--- config.mk ---
export PLATFORM = sky130hd
export DESIGN_NAME = time_keeper
export DESIGN_NICKNAME = d
export VERILOG_FILES = /design/src/rtl/time_keeper.sv
export SDC_FILE = /design/constraint.sdc
export NUM_CORES = 1
export LEC_CHECK = 0
export CAP_MARGIN = 20
export CORE_ASPECT_RATIO = 0.8
export CORE_MARGIN = 1
export CORE_UTILIZATION = 55
export CTS_CLUSTER_SIZE = 8
export DETAILED_ROUTE_END_ITERATION = 16
export GPL_TIMING_DRIVEN = 0
export HOLD_SLACK_MARGIN = 0.1
export PLACE_DENSITY = 0.88
export SYNTH_ARGS = -nofsm -noshare
export SYNTH_HDL_FRONTEND = slang
export SYNTH_SLANG_ARGS = --single-unit
--- constraint.sdc ---
create_clock -name CLK -period 2.8 [get_ports CLK]
set_input_delay 0.56 -clock CLK [delete_from_list [all_inputs] [get_ports CLK]]
set_output_delay 0.56 -clock CLK [all_outputs]
set_load 0.01 [all_outputs]
--- src/rtl/time_keeper.sv ---
// time_keeper: 24-hour BCD time-of-day counter with button-driven set mode and blink flags
// Ports: CLK system clock; RST async active-high reset; EN1HZ 1-cycle second tick;
//   SIG2HZ blink square wave; BTN_MODE/BTN_UP debounced async buttons;
//   HOUR/MIN/SEC registered BCD time; BLANK_H/BLANK_M blink flags for the field being set;
//   SETTING high outside RUN.
module time_keeper (
  input  logic       CLK,
  input  logic       RST,
  input  logic       EN1HZ,
  input  logic       SIG2HZ,
  input  logic       BTN_MODE,
  input  logic       BTN_UP,
  output logic [7:0] HOUR,
  output logic [7:0] MIN,
  output logic [7:0] SEC,
  output logic       BLANK_H,
  output logic       BLANK_M,
  output logic       SETTING
);
  typedef enum logic [1:0] {RUN, SET_H, SET_M} state_t;
  state_t state, state_next;
  logic [2:0] mode_sync, up_sync;
  logic mode_p, up_p, tick;
  logic [7:0] hour_next, min_next, sec_next;

  function automatic logic [7:0] bcd_inc(input logic [7:0] v, input logic [7:0] last);
    return v == last ? 8'h00 : v[3:0] == 4'd9 ? {v[7:4] + 4'd1, 4'd0} : v + 8'd1;
  endfunction

  // bits [1:0] synchronise, bit [2] holds the previous synchronised level for edge detection
  always_ff @(posedge CLK or posedge RST)
    if (RST) begin
      mode_sync <= '0;
      up_sync   <= '0;
    end else begin
      mode_sync <= {mode_sync[1:0], BTN_MODE};
      up_sync   <= {up_sync[1:0], BTN_UP};
    end

  assign mode_p = mode_sync[1] & ~mode_sync[2];
  // a mode press in the same cycle swallows the up press
  assign up_p   = up_sync[1] & ~up_sync[2] & ~mode_p;
  assign tick   = state == RUN & EN1HZ;

  always_ff @(posedge CLK or posedge RST)
    if (RST) state <= RUN;
    else     state <= state_next;

  always_comb
    state_next = state == RUN   ? (mode_p ? SET_H : RUN) :
                 state == SET_H ? (mode_p ? SET_M : SET_H) :
                 state == SET_M ? (mode_p ? RUN : SET_M) : RUN;

  // leaving SET_M clears seconds; a tick is impossible then since the state is not RUN
  always_comb begin
    sec_next  = tick ? bcd_inc(SEC, 8'h59) : (state == SET_M && mode_p) ? 8'h00 : SEC;
    min_next  = (tick && SEC == 8'h59) || (state == SET_M && up_p) ? bcd_inc(MIN, 8'h59) : MIN;
    hour_next = (tick && SEC == 8'h59 && MIN == 8'h59) || (state == SET_H && up_p)
                ? bcd_inc(HOUR, 8'h23) : HOUR;
  end

  always_ff @(posedge CLK or posedge RST)
    if (RST) begin
      HOUR <= 8'h00;
      MIN  <= 8'h00;
      SEC  <= 8'h00;
    end else begin
      HOUR <= hour_next;
      MIN  <= min_next;
      SEC  <= sec_next;
    end

  always_comb begin
    BLANK_H = state == SET_H && SIG2HZ;
    BLANK_M = state == SET_M && SIG2HZ;
    SETTING = state != RUN;
  end
endmodule

==> summary by stage <==
Pwr
Of the total power, the clock network draws 0.181. Summed over all cells, the static leakage comes to approximately 1.0 nW. The post-route total power is 2.07 mW.

The combinational cell fraction of total power is 0.454. The analysis attributes to net switching a power of approximately 820 uW. The worst-case IR drop observed on VDD is about 600 uV. Power spread over the standard cell area amounts to 888 nW/um^2. The share of total power consumed by net switching is 0.396. Of the total power, registers draw 0.364. The internal portion of the total power is 1.25 mW.

Cells and area
In the final layout, the share of cells above drive strength 1 is 0.104. The filler cells instantiated in the layout total 218. In the final design database the tool counted ~260 nets. Relative to the synthesized area, the layout overhead comes to 26.6%. The final instance area is 2340 sq um. The antenna cell count is 0.

Route
The first-pass detailed-route iteration total is 4. After the first detailed-routing iteration, the DRC count stood at 179. The wire length per cell after detailed routing is between 10 and 15 microns. After detailed routing, the number of vias per cell comes to 5.72. The routed design has 3940 microns of wire. Once detail routing completed, the nets flagged for antenna violations numbered 0.

The number of design rule violations left after detail routing is 0. The total vias in the final route is 1,601.

Synthesis
By area the synthesized netlist is led by sky130_fd_sc_hd__dfrtp_1, sky130_fd_sc_hd__ha_1, sky130_fd_sc_hd__o21ai_0. The flip-flop and latch count after synthesis is 32. The post-synthesis instance area is about 1800 sq um. The basic-gate share of the synthesized area counting and, or, nand and nor cells is 0.236.

The share of synthesized cell area in full adder, half adder and majority cells is 0.0814. The count of flip-flops with a built-in enable after synthesis is 0. The prevailing post-synth register cell is sky130_fd_sc_hd__dfrtp_1. The number of instances in the synthesized netlist is around 200. The number of distinct library cells after synthesis is 45.

The net count after synthesis is ~220. The library cell with the largest summed area after synthesis is sky130_fd_sc_hd__dfrtp_1. The fraction of the mapped netlist area in compound gates was 0.163.

The synthesized area divided by synthesized cell count is just over 9 sq um. The main combinational cell family by area after synthesis is simple AND/OR/NAND/NOR gates. The area share of the largest cell type after synthesis is 0.434.

For this run, asynchronously set or reset flops after synthesis account for 1.00. Measured against the total synthesized area, the mux share comes to 0.0298. The register area share after synthesis is 0.434.

Of the total synthesized cell area, the portion taken by XOR and XNOR cells is 0.00949. Yosys printed 0 warnings.

Critical path
The cell family contributing the most delay on the critical path is buffers and inverters. The critical path goes through clkdlybuf4s50_1, nand2_1, nor2_1, clkdlybuf4s50_1. The largest single stage delay on the critical path is between 0.5 and 0.6 ns. The most critical setup path has its startpoint at SIG2HZ. Along the worst path, the maximum fanout reaches 2. The data arrival time of the critical path is around 1.7 ns. The destination of the worst register-to-register timing path is MIN[5]. The setup check on the worst reg-to-reg path leaves a slack of 0.68 ns. The launching point of the worst reg2reg path is SEC[0]. The most frequent cell on the critical path is sky130_fd_sc_hd__clkdlybuf4s50_1.

The endpoint type of the worst setup path is an output port. STA classifies the critical path startpoint as an input pin. Measured in cells, the most critical reg-to-reg path has a length of 7. The kind of critical path is input pin to output port. The critical path contains buffers and inverters numbering 2 combined.

The cell with the largest stage delay on the worst path is sky130_fd_sc_hd__clkdlybuf4s50_1. At the worst endpoint, the required time is 2.24 ns.

CTS
The number of H-tree levels is 2. The total of hold buffers inserted after clock tree synthesis is 0. After clock tree synthesis, the clock-pin slew on the worst setup and hold paths is roughly 0.06 ns.

The number of sinks driven by the clock tree is 32. In this run, post-CTS repair resized a total of 0 instances. TritonCTS created 5 clock buffers. The maximum root-to-sink buffer count is 2. The buffer count from post-CTS setup fixing is 0.

The clock tree from TritonCTS is yes. The root buffer cell chosen for the clock tree is sky130_fd_sc_hd__clkbuf_8. The clock reaches the later pin of the worst-skew pair after roughly 0.29 ns.

Floorplanning
The die covers 3590 sq um. From bottom edge to top edge, the die measures 53.8 microns. For this configuration, the core starts out at a cell density of 0.590. The count of pins on the block boundary is 33. The die boundary width is approximately 67 microns.

The row count is 18. The area of the core region is 3130 sq um.

Placed design
The total half-perimeter wirelength after legalization and detailed placement is between 2000 and 3000 microns. At the placement stage, the worst setup path has a slack of 0.469 ns. In this run the cell area measured after placement is 2240 sq um.

The count of buffers inserted at the top-level ports is 32. The final weighted congestion of routability-driven global placement is 0.847.

Timing
Final hold analysis gives a worst-case slack of 0.350 ns. Measured against its own limit, the worst slew margin works out to 0.574. The clock arrives with 0.0111 ns of skew. Setup repair after global routing left no endpoint under its margin.

In the final timing run, aggregate negative setup slack is 0 ns. The number of setup violations in the final report is 0. The shortest clock period the worst path allows after layout is 2.29 ns. The final count of pins violating max slew is 0. The number of hold violations in the final report is 0. Dividing the final minimum period by the clock period gives 0.819. The worst path meets setup with 0.508 ns of slack. The measured slew at the worst slew-check pin is 0.633 ns.

Timing would allow up to 0.436 GHz.

Global route
The global-route wire length before repair is approximately 6500 microns. The number of global-route vias before repair came to about 1,400. For this run, the total global-route usage over all layers was measured as 0.252. The largest net degree at the start of global routing is 20.

The total grt overflow is 0. The number of antenna violations at the first check in global routing is 0.

Min path
The cell depth of the worst hold path is 0. In this run the most critical hold path is launched from mode_sync[0]. The min-delay analysis places its worst path in the category flop to flop.

The worst min-delay path endpoint is mode_sync[1].

Job
Max-cap violations in this run came to 0.

Run status
The flow ran to the end, and the final reports show no timing, DRC or antenna violations.
-- metal layers --
metal / wire length, microns / GRT usage / up-vias
met5: 0 / 0 / -
li1: - / - / 779
met1: 1860 / 0.331 / 762
met2: 1830 / 0.401 / 53
met3: 200 / 0.0593 / 7
met4: 50 / 0.110 / 0
-- final cells by class --
type                            instances  area (sq um)  area share
Multi-Input combinational cell        147           958       0.410
Sequential cell                        32           801       0.343
Timing Repair Buffer                   33           348       0.149
Clock buffer                            7          86.3      0.0369
Inverter                               15          56.3      0.0241
Tap cell                               40          50.0      0.0214
Buffer                                  5          30.0      0.0128
Clock inverter                          1          7.51     0.00321
-- through the flow --
step	util	cells
after floorplan	-	199
after global placement	0.708	271
after detailed placement	0.717	272
after CTS	0.747	280
after global routing	0.747	280
final	0.747	280
-- flip-flops by register name (all words and copies together), names as in the netlist --
signal     flops
mode_sync      3
SEC            8
HOUR           8
up_sync        3
state          2
MIN            8
-- power groups by stage --
stage	sequential (mW)	combinational, mW	clock, mW
6_report	0.756	0.943	0.376
5_1_grt	0.780	1.06	0.398
4_1_cts	0.753	0.948	0.380
3_5_place_dp	0.758	0.939	0
3_3_place_gp	0.747	0.894	0
2_1_floorplan	0.775	0.509	0
-- cells in the mapped netlist (3+ instances only) --
master / count
sky130_fd_sc_hd__ha_1: 12
sky130_fd_sc_hd__dfrtp_1: 32
sky130_fd_sc_hd__a21oi_1: 9
sky130_fd_sc_hd__inv_1: 15
sky130_fd_sc_hd__nor2_1: 19
sky130_fd_sc_hd__nand2b_1: 6
sky130_fd_sc_hd__o31ai_1: 5
sky130_fd_sc_hd__nand3_1: 7
sky130_fd_sc_hd__mux2_2: 3
sky130_fd_sc_hd__buf_2: 3
sky130_fd_sc_hd__o21ai_0: 27
sky130_fd_sc_hd__nand2_1: 22
-- cells by family (layout without fill, tap and decap cells) --
logic type,Yosys count,count (layout)
AO/OA/AOI/OAI,50,50
XOR/XNOR,2,2
adder cells (fa/ha/maj),12,12
buffers and inverters,20,61
flip-flops,32,32
multiplexers,5,5
AND/OR/NAND/NOR,78,78
-- worst max path at each step --
stage / end / slack [ns] / cells past startpoint
3_5_place_dp: HOUR[7] / 0.47 / 5
5_1_grt: BLANK_H / 0.44 / 4
3_3_place_gp: HOUR[7] / 0.51 / 5
6_report: BLANK_M / 0.51 / 4
4_1_cts: BLANK_M / 0.50 / 4
2_1_floorplan: HOUR[7] / 0.96 / 8
-- cell usage in the layout, fill, tap and decap left out, drive strengths merged, types with 2 or more instances in the layout --
master / instances
buf: 5
nor2b: 2
nand4: 2
xnor2: 2
o21ai: 27
nand3: 7
mux2: 4
nand2b: 7
clkdlybuf4s50: 32
and3b: 2
nor3: 3
ha: 12
a31oi: 2
nor2: 19
o31ai: 5
a21oi: 9
nand2: 22
dfrtp: 32
inv: 15
or4: 2
clkbuf: 8
No activity file was read; power rests on OpenSTA's default activity.
